File: config.mk
export PLATFORM = sky130hd
export DESIGN_NAME = bike_mac_pipe
export DESIGN_NICKNAME = d
export VERILOG_FILES = /design/src/rtl/bike_mac_pipe_pkg.sv /design/src/rtl/bike_mac_pipe_mul.sv /design/src/rtl/bike_mac_pipe.sv
export SDC_FILE = /design/constraint.sdc
export NUM_CORES = 2
export LEC_CHECK = 0
export CAP_MARGIN = 40
export CORE_UTILIZATION = 60
export CTS_CLUSTER_DIAMETER = 50
export CTS_CLUSTER_SIZE = 8
export DETAILED_ROUTE_END_ITERATION = 16
export GPL_ROUTABILITY_DRIVEN = 1
export PLACE_DENSITY_LB_ADDON = 0.3
export RECOVER_POWER = 100
export SLEW_MARGIN = 20
export SYNTH_ARGS = -nofsm -noshare
export SYNTH_HDL_FRONTEND = slang
export SYNTH_SLANG_ARGS = --single-unit
File: constraint.sdc
create_clock -name clk -period 23.5 [get_ports clk]
set_input_delay 7.05 -clock clk [delete_from_list [all_inputs] [get_ports clk]]
set_output_delay 7.05 -clock clk [all_outputs]
set_load 0.005 [all_outputs]
File: src/rtl/bike_mac_pipe_pkg.sv
// Shared types for the BIKE multiply-add / accumulate pipeline.
package bike_mac_pipe_pkg;

   typedef enum logic {
      MAC_MULADD = 1'b0,
      MAC_ACC    = 1'b1
   } mac_mode_t;

   typedef struct packed {
      logic      vld;
      mac_mode_t mode;
      logic      first;
      logic      last;
   } mac_sb_t;

   localparam mac_sb_t SB_IDLE = '{
      vld:   1'b0,
      mode:  MAC_MULADD,
      first: 1'b0,
      last:  1'b0
   };

endpackage

File: src/rtl/bike_mac_pipe_mul.sv
// Unsigned pipelined multiplier with one shared stage enable.
// Datapath registers carry no reset so they map onto DSP pipeline regs.
module bike_mul_pipe #(
   parameter int A_WIDTH  = 25,
   parameter int B_WIDTH  = 18,
   parameter int MUL_PIPE = 2
) (
   input  logic                       clk,
   input  logic                       en,
   input  logic [A_WIDTH-1:0]         a,
   input  logic [B_WIDTH-1:0]         b,
   output logic [A_WIDTH+B_WIDTH-1:0] prod
);

   localparam int PW = A_WIDTH + B_WIDTH;

   generate
      if (MUL_PIPE == 1) begin : g_one
         logic [PW-1:0] p_q;

         always_ff @(posedge clk) begin
            if (en) p_q <= PW'(a) * PW'(b);
         end

         assign prod = p_q;
      end else begin : g_multi
         logic [A_WIDTH-1:0] a_q;
         logic [B_WIDTH-1:0] b_q;
         logic [PW-1:0]      p_q [MUL_PIPE-1];

         // Input regs, multiply reg, then extra product delay stages.
         always_ff @(posedge clk) begin
            if (en) begin
               a_q    <= a;
               b_q    <= b;
               p_q[0] <= PW'(a_q) * PW'(b_q);
               for (int i = 1; i < MUL_PIPE - 1; i++) begin
                  p_q[i] <= p_q[i-1];
               end
            end
         end

         assign prod = p_q[MUL_PIPE-2];
      end
   endgenerate

endmodule

File: src/rtl/bike_mac_pipe.sv
// Pipelined multiply-add / multiply-accumulate with valid/ready handshake
// and sticky overflow over accumulation frames.
module bike_mac_pipe
   import bike_mac_pipe_pkg::*;
#(
   parameter int A_WIDTH  = 25,
   parameter int B_WIDTH  = 18,
   parameter int P_WIDTH  = 48,
   parameter int MUL_PIPE = 2
) (
   input  logic               clk,
   input  logic               resetn,
   input  logic               din_valid,
   output logic               din_ready,
   input  mac_mode_t          din_mode,
   input  logic               din_first,
   input  logic               din_last,
   input  logic [A_WIDTH-1:0] din_a,
   input  logic [B_WIDTH-1:0] din_b,
   input  logic [P_WIDTH-1:0] din_c,
   output logic               dout_valid,
   input  logic               dout_ready,
   output logic [P_WIDTH-1:0] dout,
   output logic               dout_ovf
);

   localparam int PW = A_WIDTH + B_WIDTH;

   logic               adv;
   logic [PW-1:0]      prod;
   mac_sb_t            sb_q [MUL_PIPE];
   logic [P_WIDTH-1:0] c_q  [MUL_PIPE];
   mac_sb_t            sb_o;
   logic [P_WIDTH-1:0] c_o;
   logic [P_WIDTH-1:0] acc_q;
   logic               ovf_q;
   logic [P_WIDTH-1:0] base;
   logic [P_WIDTH:0]   sum;
   logic               ovf_nxt;

   assign adv       = !dout_valid || dout_ready;
   assign din_ready = adv;

   bike_mul_pipe #(
      .A_WIDTH  (A_WIDTH),
      .B_WIDTH  (B_WIDTH),
      .MUL_PIPE (MUL_PIPE)
   ) u_mul (
      .clk  (clk),
      .en   (adv),
      .a    (din_a),
      .b    (din_b),
      .prod (prod)
   );

   always_ff @(posedge clk) begin
      if (!resetn) begin
         for (int i = 0; i < MUL_PIPE; i++) begin
            sb_q[i] <= SB_IDLE;
         end
      end else if (adv) begin
         sb_q[0] <= '{
            vld:   din_valid,
            mode:  din_mode,
            first: din_first,
            last:  din_last
         };
         for (int i = 1; i < MUL_PIPE; i++) begin
            sb_q[i] <= sb_q[i-1];
         end
      end
   end

   always_ff @(posedge clk) begin
      if (adv) begin
         c_q[0] <= din_c;
         for (int i = 1; i < MUL_PIPE; i++) begin
            c_q[i] <= c_q[i-1];
         end
      end
   end

   assign sb_o = sb_q[MUL_PIPE-1];
   assign c_o  = c_q[MUL_PIPE-1];

   // One adder serves both modes; only the base operand differs.
   always_comb begin
      base = c_o;
      if (sb_o.mode == MAC_ACC && !sb_o.first) base = acc_q;
      sum     = {1'b0, base} + {1'b0, P_WIDTH'(prod)};
      ovf_nxt = sum[P_WIDTH] | (sb_o.first ? 1'b0 : ovf_q);
   end

   always_ff @(posedge clk) begin
      if (!resetn) begin
         acc_q      <= '0;
         ovf_q      <= 1'b0;
         dout       <= '0;
         dout_ovf   <= 1'b0;
         dout_valid <= 1'b0;
      end else if (adv) begin
         dout_valid <= 1'b0;
         if (sb_o.vld) begin
            if (sb_o.mode == MAC_MULADD) begin
               dout       <= sum[P_WIDTH-1:0];
               dout_ovf   <= sum[P_WIDTH];
               dout_valid <= 1'b1;
            end else begin
               acc_q <= sum[P_WIDTH-1:0];
               ovf_q <= ovf_nxt;
               if (sb_o.last) begin
                  dout       <= sum[P_WIDTH-1:0];
                  dout_ovf   <= ovf_nxt;
                  dout_valid <= 1'b1;
               end
            end
         end
      end
   end

endmodule

Word-level counts from Yosys, hierarchy flattened:

Memory sizes are Yosys's and may differ from the RTL's.
Cells that the tools add are included.

* mux-type cells: 16
* add/subtract/negate cells: 1
* $mul: 1
* reduce and logical (&&, ||, !) cells: 6
* equal/unequal tests: 1
* bitwise gates (word level): 3

Operators with widths (count)
* 48-bit two-way mux: 3
* 48-bit by 43-bit adder with 49-bit output: 1
* 25-bit by 18-bit multiplier with 43-bit output: 1
* 1-bit two-way mux: 11
* 4-bit two-way mux: 2
* 3-bit AND reduction: 2
* 1-bit OR: 3
* 1-bit zero test: 2
* 2-bit inequality test (second input constant): 1
* 1-bit logical AND: 1
* 1-bit logical OR: 1

* bits of input ports: 98
* memories kept: 3
* register bits after elaboration: 142
* RAM bits: 147
* output and inout bits: 51
* word-level logic and storage cells: 38

Memories
* c_q: words 2, width 48, read ports 2, clocked after memory_dff 0, write ports 2, RTL line bike_mac_pipe.sv:32 `logic [P_WIDTH-1:0] c_q [MUL_PIPE];`
* u_mul.g_multi.p_q: words 1, width 43, read ports 1, clocked after memory_dff 0, write ports 1, RTL line bike_mac_pipe_mul.sv:29 `logic [PW-1:0] p_q [MUL_PIPE-1];`
* sb_q: words 2, width 4, read ports 2, clocked after memory_dff 0, write ports 2, RTL line bike_mac_pipe.sv:31 `mac_sb_t sb_q [MUL_PIPE];`

Logic depth before layout (Yosys ltp):

* word-level depth: 7
* mapped depth: 24
* gate-level depth less buffers: 22

Hierarchy:

A second synthesis with hierarchy kept.

* cells, all modules: 2881
* area, all modules: 27227.4 sq um

Modules (own cells, without submodules)
* bike_mul_pipe: instances 1, area each 17122.7 sq um, cells each 1790, sequential area each 2582.5 sq um
* bike_mac_pipe: instances 1, area each 10104.7 sq um, cells each 1091, sequential area each 5104.9 sq um

Worst setup path after synthesis:

No wires, ideal clock.

* path kind: input-to-output
* start point: input dout_ready
* end point: output din_ready
* data required time: 16450 ps
* path buffers: 1
* stages: 3
* path slack: 4153 ps
* arrival: 12297 ps
* path through: nor2b_1 > inv_1 > clkbuf_1

* word-level cells in the longest chain between the ends: 1

RTL lines
* start: declaration: RTL line bike_mac_pipe.sv:22 `input logic dout_ready,`
* 1-bit logical OR: RTL line bike_mac_pipe.sv:41 `assign adv = !dout_valid || dout_ready;`
* end: declaration: RTL line bike_mac_pipe.sv:14 `output logic din_ready,`

No other way between the ends.

Final worst setup path:

Ends and elaborated chain as after synthesis.

==> metrics.txt <==
Worst-path clk slew 0.05 ns; post-layout util 0.691; Routed Antenna Nets 0; Setup TNS Final 0 ns; Critical Path Stages 4; post-route minimum period roughly 19 ns; number of synthesized flops with an enable pin 190; register area share after synthesis 0.280; vias in the first global route roughly 22,000; Worst-Skew Late Latency between 0.5 and 0.6 ns; unrepaired setup endpoints after global routing no; Post-synth ARST share 0; starting density of the core 0.615; HPWL Detailed about 50 mm; main flop type after synthesis edfxtp_1; fin. max-slew vios ~430; gr ovfl total 0; Die Span Y ~220 um; global-route wire length before repair between 100 and 150 mm; Yosys reg bits roughly 290; Slew @ Worst Pin 3.18 ns; Buffers & Inverters on Critical Path 3; NumNets Final roughly 3,500; syn_nets around 3,500; area of the core roughly 0.045 mm2; violated checks capacitance limit, slew limit; Hold Path Depth 0; DRT Wirelength around 68 mm; Crit path largest cell delay 2.35 ns; ant diodes 0; Iter 0 DRT Violations roughly 1,700; Critical-path top delay cell clkinvlp_2; number of cells on the worst reg-to-reg path 8; Worst Setup End Kind primary output; Final Hold Vio Count 0; Max FO, Critical Path 72; Post-Syn Area approximately 0.027 mm2; Die Width around 220 um; max capacitance violation total 8; Final setup viols 0; status finished with violations; Rows between 70 and 80; Num CTS Buffers between 40 and 50; YS warnings 0; crit-path leading delay family buffers and inverters; clk_skew around 0.034 ns; Synth Instances 2,823; Avg Synthesized Cell Area 9.72 um2; CP Cell Sequence dlygate4sd3_1, nor2b_1, clkinvlp_2, dlygate4sd3_1; Max Clk Rate about 0.053 GHz; CTS Hold Bufs 0; Critical Path AT 11.81 ns; Avg WL per Cell ~19 um; routed vias between 20,000 and 25,000; most used cell, CP dlygate4sd3_1; port bufs 148; Post-Place Worst Slack roughly 7.7 ns; Worst Slack Setup Final between 4 and 5 ns; vias per inst approximately 6; H-tree depth 2; CP startpoint kind input pin; Distinct cells, synth between 70 and 80; IO Pins between 100 and 150; hold slack final 0.414 ns; Post-CTS Setup Bufs 0; min-delay src c_q[0][31]; RR Startpoint dout_valid; Hold Crit Class flip-flop to flip-flop; post_cts resized 0; r2r endpoint dout[44]; Max Root-Sink Buffers 3; First-pass DRT Iterations 6; DRC violations left 0; Final GP Congestion between 0.9 and 1; worst relative slew slack -1.12; Area Overhead vs Synth 12.4%; antenna violations before repair 1; end of the worst hold path c_q[0][79]; FF-to-FF setup slack ~15 ns; clock sink total a little under 300; largest net degree at the start of global routing 97; Total GRT Usage 0.300; CP required 16.45 ns; CTS tree done; die area about 0.047 mm2; Crit Path Class input pin to primary output; CTS root buffer clkbuf_16; share of layout cells above drive strength 1 0.0527; fin crit share 0.802
[flip-flops by register name (all words and copies together), names as in the netlist]
signal	cells
dout	48
u_mul.g_multi.p_q	43
acc_q	48
dout_ovf	1
dout_valid	1
u_mul.g_multi.b_q	18
c_q	96
u_mul.g_multi.a_q	25
ovf_q	1
sb_q	8
[metal layers]
layer,vias to the layer above,part of all wire,global-route usage
met2,1036,0.47,0.493
li1,9338,-,-
met5,-,0,0
met3,198,0.083,0.0452
met1,10200,0.41,0.408
met4,0,0.031,0.103
[layout by cell type, fill, tap and decap left out, types with 39 or more instances in the layout]
cell and count:
inv_1 446, nand2_1 404, fa_1 369, edfxtp_1 190
and2_1 177, ha_1 160, dlygate4sd3_1 143, dfxtp_1 99
a21oi_1 94, nor2_1 90, nand3_1 76, o21ai_0 74
a21o_1 52, clkbuf_16 47, mux2_2 44, xnor2_1 39
[worst max-delay path by stage]
stage,end,start
final,din_ready,dout_ready
after floorplan,din_ready,dout_ready
after CTS,din_ready,dout_ready
after global routing,din_ready,dout_ready
after detailed placement,din_ready,dout_ready
after global placement,din_ready,dout_ready
[synth_stat cells, drive strengths merged, types with 7 or more instances]
master / n / area share
mux2i: 7 / 0.0026
fa: 369 / 0.27
a21o: 52 / 0.014
o311ai: 17 / 0.0054
clkbuf: 127 / 0.017
o21a: 13 / 0.0036
and3: 27 / 0.0062
a31oi: 28 / 0.0064
nor2b: 14 / 0.0032
inv: 447 / 0.061
dfxtp: 99 / 0.072
edfxtp: 190 / 0.21
xor2: 22 / 0.0070
xnor2: 39 / 0.012
nand3: 77 / 0.014
a21oi: 104 / 0.021
a211oi: 11 / 0.0030
o21bai: 7 / 0.0019
nand4: 19 / 0.0043
nor3: 26 / 0.0047
mux2: 44 / 0.018
o211ai: 15 / 0.0043
nand2b: 14 / 0.0032
and2: 195 / 0.044
buf: 18 / 0.0040
or3: 11 / 0.0027
ha: 160 / 0.073
o21ai: 84 / 0.015
nand2: 404 / 0.055
nor2: 91 / 0.012
[layout make-up]
cell class,instances,area [um2]
tap,592,741
multi-input combinational,1942,17500
clock buffer,77,1310
inverter,447,1680
sequential,289,7690
fill,3340,13800
timing repair buffer,178,1820
clock inverter,8,98.8
[logic make-up after synthesis]
family / synth area share
buf+inv: 0.0825
xor+xnor: 0.0195
flops: 0.280
mux: 0.0206
compound gates: 0.0969
simple gates: 0.158
fa+ha+maj: 0.342
[metrics by stage]
stage / std cells / area [um2]
floorplan: 2823 / 27400
global placement: 3431 / 29200
detailed placement: 3445 / 29400
CTS: 3530 / 30800
global route: 3533 / 30800
finish: 3533 / 30800
[worst reg2reg max path: stages, from the launching register on]
cell	delay [ns]
dfxtp_1	0.32
nor2b_1	0.29
clkinvlp_2	2.35
clkbuf_1	1.71
nand2b_2	0.36
clkbuf_1	2.25
nor2_1	0.34
a31oi_1	0.31
a31oi_1	0.10
Power is not shown: default switching activity piles up to over one toggle a cycle in this logic, so the estimate is an artifact.
